$ cat src/rtl/lsu_pkg.sv
// lsu_pkg: shared types and constants for the data-memory load/store stage.
// Rev 1.0
`default_nettype none

package lsu_pkg;

  typedef enum logic [1:0] {
    ST_IDLE = 2'd0,
    ST_REQ  = 2'd1,
    ST_RESP = 2'd2
  } lsu_state_e;

  typedef enum logic [1:0] {
    SZ_BYTE = 2'd0,
    SZ_HALF = 2'd1,
    SZ_WORD = 2'd2
  } lsu_size_e;

  localparam logic [2:0] F3_LB  = 3'b000;
  localparam logic [2:0] F3_LH  = 3'b001;
  localparam logic [2:0] F3_LW  = 3'b010;
  localparam logic [2:0] F3_LBU = 3'b100;
  localparam logic [2:0] F3_LHU = 3'b101;

  localparam logic [3:0] MASK_BYTE = 4'b0001;
  localparam logic [3:0] MASK_HALF = 4'b0011;
  localparam logic [3:0] MASK_WORD = 4'b1111;

  // Unlisted codes (011, 110, 111) fall through to word accesses.
  function automatic lsu_size_e f3_size(input logic [2:0] f3);
    case (f3)
      F3_LB, F3_LBU: return SZ_BYTE;
      F3_LH, F3_LHU: return SZ_HALF;
      F3_LW:         return SZ_WORD;
      default:       return SZ_WORD;
    endcase
  endfunction

  function automatic logic misaligned(input logic [2:0] f3, input logic [1:0] lo);
    case (f3_size(f3))
      SZ_HALF: return lo[0];
      SZ_WORD: return (lo != 2'b00);
      default: return 1'b0;
    endcase
  endfunction

endpackage

`default_nettype wire

$ cat src/rtl/dmem_lsu_if.sv
// dmem_lsu_if: data-memory request/grant/read-valid bus.
// Rev 1.0
`default_nettype none

interface dmem_lsu_if;
  logic        dmem_req;
  logic        dmem_gnt;
  logic [31:0] dmem_addr;
  logic        dmem_wen;
  logic [3:0]  dmem_mask;
  logic [31:0] dmem_wdata;
  logic        dmem_rvld;
  logic [31:0] dmem_rdata;

  modport master (
    output dmem_req, dmem_addr, dmem_wen, dmem_mask, dmem_wdata,
    input  dmem_gnt, dmem_rvld, dmem_rdata
  );

  modport slave (
    input  dmem_req, dmem_addr, dmem_wen, dmem_mask, dmem_wdata,
    output dmem_gnt, dmem_rvld, dmem_rdata
  );
endinterface

`default_nettype wire

$ cat src/rtl/lsu_align.sv
// lsu_align: store lane mask/data alignment and load extract/sign-extend.
// Rev 1.0
`default_nettype none

module lsu_align
  import lsu_pkg::*;
(
  input  logic [2:0]  funct3,
  input  logic [1:0]  addr_lo,
  input  logic [31:0] st_data,
  input  logic [31:0] ld_word,
  output logic [3:0]  st_mask,
  output logic [31:0] st_data_al,
  output logic [31:0] ld_data
);

  lsu_size_e   size;
  logic        ld_unsigned;
  logic [31:0] shifted;

  always_comb begin
    size        = f3_size(funct3);
    ld_unsigned = funct3[2];
    shifted     = ld_word >> {addr_lo, 3'b000};
    st_mask     = MASK_WORD;
    st_data_al  = st_data;
    ld_data     = shifted;
    case (size)
      SZ_BYTE: begin
        st_mask    = MASK_BYTE << addr_lo;
        st_data_al = {4{st_data[7:0]}};
        ld_data    = {{24{shifted[7] & ~ld_unsigned}}, shifted[7:0]};
      end
      SZ_HALF: begin
        st_mask    = MASK_HALF << addr_lo;
        st_data_al = {2{st_data[15:0]}};
        ld_data    = {{16{shifted[15] & ~ld_unsigned}}, shifted[15:0]};
      end
      default: begin
      end
    endcase
  end

endmodule

`default_nettype wire

$ cat src/rtl/dmem_lsu.sv
// dmem_lsu: memory-access stage issuing data-memory requests and producing write-back results.
// Rev 1.0
`default_nettype none

module dmem_lsu
  import lsu_pkg::*;
#(
  parameter int TIMEOUT_CYC = 255,
  parameter int TIMEOUT_W   = 8
) (
  input  logic              i_clk,
  input  logic              i_rst_n,
  input  logic              i_vld,
  input  logic              i_mem_ren,
  input  logic              i_mem_wen,
  input  logic [2:0]        i_funct3,
  input  logic [31:0]       i_res,
  input  logic [31:0]       i_wdata,
  input  logic [4:0]        i_rd_waddr,
  input  logic              i_rd_wen,
  output logic              o_stall,
  dmem_lsu_if.master        dmem,
  output logic              o_vld,
  output logic              o_mem_reg,
  output logic [31:0]       o_dmem_rdata,
  output logic [31:0]       o_res,
  output logic [4:0]        o_rd_waddr,
  output logic              o_rd_wen,
  output logic              o_trap_misalign,
  output logic              o_trap_bus
);

  lsu_state_e           state, state_nxt;
  logic [TIMEOUT_W-1:0] cnt;
  logic [2:0]           hold_f3;
  logic [31:0]          hold_res;
  logic [31:0]          hold_wdata;
  logic [4:0]           hold_rd;
  logic                 hold_rd_wen;
  logic                 hold_store;

  logic        accept, is_mem, mis, expire;
  logic        done_alu, done_mis, done_st, done_ld, done_to, done_any;
  logic [3:0]  al_mask;
  logic [31:0] al_wdata, al_rdata;

  assign accept = i_vld & (state == ST_IDLE);
  assign is_mem = i_mem_ren | i_mem_wen;
  assign mis    = misaligned(i_funct3, i_res[1:0]);
  assign expire = (cnt == TIMEOUT_W'(TIMEOUT_CYC - 1));

  lsu_align u_align (
    .funct3     (hold_f3),
    .addr_lo    (hold_res[1:0]),
    .st_data    (hold_wdata),
    .ld_word    (dmem.dmem_rdata),
    .st_mask    (al_mask),
    .st_data_al (al_wdata),
    .ld_data    (al_rdata)
  );

  always_ff @(posedge i_clk or negedge i_rst_n) begin
    if (!i_rst_n) state <= ST_IDLE;
    else          state <= state_nxt;
  end

  // A grant or read-valid in the expiry cycle takes priority over the timeout.
  always_comb begin
    state_nxt = state;
    done_alu  = 1'b0;
    done_mis  = 1'b0;
    done_st   = 1'b0;
    done_ld   = 1'b0;
    done_to   = 1'b0;
    case (state)
      ST_IDLE: begin
        if (accept) begin
          if (!is_mem)  done_alu  = 1'b1;
          else if (mis) done_mis  = 1'b1;
          else          state_nxt = ST_REQ;
        end
      end
      ST_REQ: begin
        if (dmem.dmem_gnt) begin
          if (hold_store) begin
            done_st   = 1'b1;
            state_nxt = ST_IDLE;
          end else begin
            state_nxt = ST_RESP;
          end
        end else if (expire) begin
          done_to   = 1'b1;
          state_nxt = ST_IDLE;
        end
      end
      ST_RESP: begin
        if (dmem.dmem_rvld) begin
          done_ld   = 1'b1;
          state_nxt = ST_IDLE;
        end else if (expire) begin
          done_to   = 1'b1;
          state_nxt = ST_IDLE;
        end
      end
      default: state_nxt = ST_IDLE;
    endcase
  end

  assign done_any = done_alu | done_mis | done_st | done_ld | done_to;
  assign o_stall  = (state != ST_IDLE);

  always_comb begin
    dmem.dmem_req   = (state == ST_REQ);
    dmem.dmem_addr  = '0;
    dmem.dmem_wen   = 1'b0;
    dmem.dmem_mask  = '0;
    dmem.dmem_wdata = '0;
    if (state == ST_REQ) begin
      dmem.dmem_addr  = {hold_res[31:2], 2'b00};
      dmem.dmem_wen   = hold_store;
      dmem.dmem_mask  = al_mask;
      dmem.dmem_wdata = al_wdata;
    end
  end

  always_ff @(posedge i_clk or negedge i_rst_n) begin
    if (!i_rst_n) begin
      cnt             <= '0;
      hold_f3         <= '0;
      hold_res        <= '0;
      hold_wdata      <= '0;
      hold_rd         <= '0;
      hold_rd_wen     <= 1'b0;
      hold_store      <= 1'b0;
      o_vld           <= 1'b0;
      o_mem_reg       <= 1'b0;
      o_dmem_rdata    <= '0;
      o_res           <= '0;
      o_rd_waddr      <= '0;
      o_rd_wen        <= 1'b0;
      o_trap_misalign <= 1'b0;
      o_trap_bus      <= 1'b0;
    end else begin
      if (accept) begin
        cnt         <= '0;
        hold_f3     <= i_funct3;
        hold_res    <= i_res;
        hold_wdata  <= i_wdata;
        hold_rd     <= i_rd_waddr;
        hold_rd_wen <= i_rd_wen;
        hold_store  <= i_mem_wen;
      end else if (state != ST_IDLE) begin
        cnt <= cnt + TIMEOUT_W'(1);
      end

      o_vld           <= done_any;
      o_trap_misalign <= done_mis;
      o_trap_bus      <= done_to;

      if (done_alu | done_mis) begin
        o_res      <= i_res;
        o_rd_waddr <= i_rd_waddr;
      end else if (done_st | done_ld | done_to) begin
        o_res      <= hold_res;
        o_rd_waddr <= hold_rd;
      end
      if (done_any) begin
        o_rd_wen  <= (done_alu ? i_rd_wen : hold_rd_wen) & ~(done_mis | done_to);
        o_mem_reg <= done_ld;
      end
      if (done_ld) o_dmem_rdata <= al_rdata;
    end
  end

endmodule

`default_nettype wire

$ cat src/flat_wrapper.sv
// flat-port wrapper written by rule: the top's interface ports become plain ports
module dmem_lsu_flat import lsu_pkg::*;
#(
  parameter int TIMEOUT_CYC = 255,
  parameter int TIMEOUT_W   = 8
)
  (i_clk, i_rst_n, i_vld, i_mem_ren, i_mem_wen, i_funct3, i_res, i_wdata, i_rd_waddr, i_rd_wen, o_stall, o_vld, o_mem_reg, o_dmem_rdata, o_res, o_rd_waddr, o_rd_wen, o_trap_misalign, o_trap_bus, dmem_dmem_req, dmem_dmem_addr, dmem_dmem_wen, dmem_dmem_mask, dmem_dmem_wdata, dmem_dmem_gnt, dmem_dmem_rvld, dmem_dmem_rdata);
  dmem_lsu_if dmem_i ();
  input  logic i_clk;
  input  logic i_rst_n;
  input  logic i_vld;
  input  logic i_mem_ren;
  input  logic i_mem_wen;
  input  logic [2:0] i_funct3;
  input  logic [31:0] i_res;
  input  logic [31:0] i_wdata;
  input  logic [4:0] i_rd_waddr;
  input  logic i_rd_wen;
  output logic o_stall;
  output logic o_vld;
  output logic o_mem_reg;
  output logic [31:0] o_dmem_rdata;
  output logic [31:0] o_res;
  output logic [4:0] o_rd_waddr;
  output logic o_rd_wen;
  output logic o_trap_misalign;
  output logic o_trap_bus;
  output wire logic [$bits(dmem_i.dmem_req)-1:0] dmem_dmem_req;
  output wire logic [$bits(dmem_i.dmem_addr)-1:0] dmem_dmem_addr;
  output wire logic [$bits(dmem_i.dmem_wen)-1:0] dmem_dmem_wen;
  output wire logic [$bits(dmem_i.dmem_mask)-1:0] dmem_dmem_mask;
  output wire logic [$bits(dmem_i.dmem_wdata)-1:0] dmem_dmem_wdata;
  input wire logic [$bits(dmem_i.dmem_gnt)-1:0] dmem_dmem_gnt;
  input wire logic [$bits(dmem_i.dmem_rvld)-1:0] dmem_dmem_rvld;
  input wire logic [$bits(dmem_i.dmem_rdata)-1:0] dmem_dmem_rdata;
  assign dmem_dmem_req = dmem_i.dmem_req;
  assign dmem_dmem_addr = dmem_i.dmem_addr;
  assign dmem_dmem_wen = dmem_i.dmem_wen;
  assign dmem_dmem_mask = dmem_i.dmem_mask;
  assign dmem_dmem_wdata = dmem_i.dmem_wdata;
  assign dmem_i.dmem_gnt = dmem_dmem_gnt;
  assign dmem_i.dmem_rvld = dmem_dmem_rvld;
  assign dmem_i.dmem_rdata = dmem_dmem_rdata;
  dmem_lsu #(.TIMEOUT_CYC(TIMEOUT_CYC), .TIMEOUT_W(TIMEOUT_W)) u_core (.i_clk(i_clk), .i_rst_n(i_rst_n), .i_vld(i_vld), .i_mem_ren(i_mem_ren), .i_mem_wen(i_mem_wen), .i_funct3(i_funct3), .i_res(i_res), .i_wdata(i_wdata), .i_rd_waddr(i_rd_waddr), .i_rd_wen(i_rd_wen), .o_stall(o_stall), .dmem(dmem_i), .o_vld(o_vld), .o_mem_reg(o_mem_reg), .o_dmem_rdata(o_dmem_rdata), .o_res(o_res), .o_rd_waddr(o_rd_waddr), .o_rd_wen(o_rd_wen), .o_trap_misalign(o_trap_misalign), .o_trap_bus(o_trap_bus));
endmodule
$ cat config.mk
export PLATFORM = sky130hd
export DESIGN_NAME = dmem_lsu_flat
export DESIGN_NICKNAME = d
export VERILOG_FILES = /design/src/rtl/lsu_pkg.sv /design/src/rtl/dmem_lsu_if.sv /design/src/rtl/lsu_align.sv /design/src/rtl/dmem_lsu.sv /design/src/flat_wrapper.sv
export SDC_FILE = /design/constraint.sdc
export NUM_CORES = 1
export LEC_CHECK = 0
export CORE_AREA = 2 2 141 143
export CTS_BUF_LIST = sky130_fd_sc_hd__clkbuf_4 sky130_fd_sc_hd__clkbuf_8 sky130_fd_sc_hd__clkbuf_16
export DETAILED_ROUTE_END_ITERATION = 10
export DIE_AREA = 0 0 143 145
export PLACE_DENSITY_LB_ADDON = 0.3
export SKIP_LAST_GASP = 1
export SYNTH_ARGS = -nofsm -noshare
export SYNTH_HDL_FRONTEND = slang
export SYNTH_SLANG_ARGS = --single-unit
$ cat constraint.sdc
create_clock -name i_clk -period 2.43 [get_ports i_clk]
set_input_delay 0.486 -clock i_clk [delete_from_list [all_inputs] [get_ports i_clk]]
set_output_delay 0.486 -clock i_clk [all_outputs]
set_load 0.1 [all_outputs]
==> reports/qor.yml <==
status: "finished, final reports clean"
antenna_found_initial: 0
dieArea_um2: 20740
synth.largest_area_cell: "dfrtp_1"
async_reset_ff_frac: 1.000
slew_violations: 0
fill_cells: 1471
synth_edf_count: 0
post-dp-hpwl_mm: 17.19
ys_seq_elements: 158
r2r_setup_slack_ps: 210
area_growth_pct: 56.58
drtIter0Drc: 243
grt_use_total: 0.2331
port_buffers: 254
synth_flop_cell: "dfrtp_1"
start_util: 0.4116
finalClockSkew_ps: 9.801
clock-sinks: 158
vias: 6470
grt_max_degree: 66
clock_path_buffers: 2
worstSetupStartpointType: "register"
totalWireLength_mm: 24.08
syn_avg_cell_area_um2: 11.20
rr_endpoint: "u_core.o_res[1]"
tritoncts: "done"
min_from: "u_core.o_dmem_rdata[7]"
clock.fmax_mhz: 428.8
cts.htree.levels: 4
reg2reg_depth: 8
min_period_over_period: 0.9597
vias_per_cell: 5.218
netlist_area_um2: 7905
holdWs_ps: 475.0
crit_fanout: 14
yosysWarnings: 0
drive_gt1_frac: 0.4072
grt_pass1_vias: 6807
cp.required_ps: 1940
synth.distinct_cells: 48
dr.pass1.iters: 5
final-setup-viol-count: 0
synth_top_area_frac: 0.5002
synthCells: 706
hold_depth: 2
ios: 257
cp.arrival_ps: 1850
reg2reg_from: "u_core.state[0]"
synth_area_leaders: "dfrtp_1 (50%), mux2_2 (14%), mux2i_1 (7.5%)"
grt_setup_unrepaired: "no"
coreArea_um2: 19210
drc: 0
synth.top_cells.by_count: "dfrtp_1 (158), mux2_2 (97), a21oi_1 (63), mux2i_1 (59), and2_1 (48)"
detail-route-antenna-nets: 0
n_antenna_cell: 0
min_path_type: "reg -> reg"
maxCapViolCount: 0
final.min_clock_period_ps: 2332
overflow: 0
clk_pin_slew_ps: 60
clock_latency_ps: 420
finalNetCount: 1080
post_drt_wl_per_cell_um: 19.42
synth.most_common_cell: "dfrtp_1"
worstSetupPathType: "reg -> out"
die_height_um: 145
critPathCaptureType: "output port"
die_w_um: 143
finalHoldViolCount: 0
grt_first_pass_wirelength_mm: 37.76
cts-buffers-inserted: 17
cts_root_buffer: "clkbuf_16"
gp_congestion: 0.8353
seq_area_frac_synth: 0.5002
rows: 51
min_to: "u_core.o_dmem_rdata[7]"
logic make-up (layout without fill, tap and decap cells):
logic type / after synthesis / in the layout / synth area share
other: 1 / 2 / 0.0004744
flip-flops: 158 / 158 / 0.5002
AO/OA/AOI/OAI: 138 / 138 / 0.1119
multiplexers: 160 / 160 / 0.2214
AND/OR/NAND/NOR: 177 / 177 / 0.1184
buffers and inverters: 66 / 334 / 0.03814
adder cells (fa/ha/maj): 6 / 6 / 0.009496
stage by stage:
step	TNS (ps)	cells	worst slack (ps)	area [µm²]	utilization
3_3_place_gp	-728.2	1204	-83.89	11700	0.6091
5_1_grt	0	1240	10.96	12380	0.6445
6_report	0	1240	97.91	12380	0.6445
4_1_cts	0	1240	51.18	12370	0.6439
3_5_place_dp	-77.58	1204	-34.30	11700	0.6091
2_1_floorplan	-988.5	707	-65.00	8240	-
worst max-delay path by stage:
| stage | startpoint | slack, ps | endpoint |
|---|---|---|---|
| 2_1_floorplan | u_core.state[1] | -60 | dmem_dmem_wdata[21] |
| 5_1_grt | u_core.state[0] | 10 | dmem_dmem_mask[0] |
| 3_5_place_dp | i_mem_ren | -30 | u_core.o_res[1] |
| 3_3_place_gp | i_mem_ren | -80 | u_core.o_res[1] |
| 4_1_cts | u_core.state[1] | 50 | dmem_dmem_addr[21] |
| 6_report | u_core.state[1] | 100 | dmem_dmem_mask[0] |
worst max-delay path: stages, from the launching register on:
cell	delay [ps]
dfrtp_1	410
inv_2	90
ha_4	170
buf_6	140
inv_2	80
buf_16	190
a21oi_4	160
buf_12	190
per-layer routing:
| metal | part of all wire | GRT usage | routed length [µm] | up-vias |
|---|---|---|---|---|
| met4 | 0.015 | 0.05941 | 365 | 0 |
| met2 | 0.48 | 0.3849 | 11640 | 202 |
| met5 | 0 | 0 | 0 | - |
| li1 | - | - | - | 3041 |
| met1 | 0.43 | 0.2988 | 10350 | 3200 |
| met3 | 0.072 | 0.06898 | 1723 | 27 |
placed cells by master, fill, tap and decap left out, types with 5 or more instances in the layout:
| cell type | n |
|---|---|
| buf_4 | 103 |
| and2_1 | 9 |
| ha_1 | 5 |
| o22a_1 | 16 |
| a21oi_4 | 13 |
| clkbuf_16 | 17 |
| nor4_1 | 32 |
| nor2b_1 | 8 |
| nand2_1 | 31 |
| buf_12 | 74 |
| nor2_1 | 25 |
| clkdlybuf4s50_1 | 110 |
| a22oi_1 | 9 |
| a211oi_1 | 7 |
| mux2i_1 | 59 |
| nor2_4 | 16 |
| o21ai_0 | 17 |
| and2_2 | 39 |
| a21oi_1 | 50 |
| mux2_2 | 97 |
| o21a_1 | 9 |
| dfrtp_1 | 156 |
| inv_1 | 6 |
| clkinvlp_4 | 6 |
area by class of cell:
| class | count | area [µm²] | share of cell area |
|---|---|---|---|
| clock buffers | 21 | 467.9 | 0.03780 |
| flip-flops and latches | 158 | 3956 | 0.3196 |
| well taps | 265 | 331.6 | 0.02679 |
| clock inverters | 11 | 132.6 | 0.01071 |
| repair buffers | 292 | 3443 | 0.2782 |
| multi-input cells | 483 | 4004 | 0.3235 |
| inverters | 10 | 42.54 | 0.003437 |
repair_timing:
item,in CTS,in global routing
buffers inserted,2,0
hold buffers,1,0
setup endpoints to repair,31,10
cloned,1,0
resized for setup,6,3
endpoints found under the hold margin,32,0
Power is not shown: default switching activity piles up to over one toggle a cycle in this logic, so the estimate is an artifact.
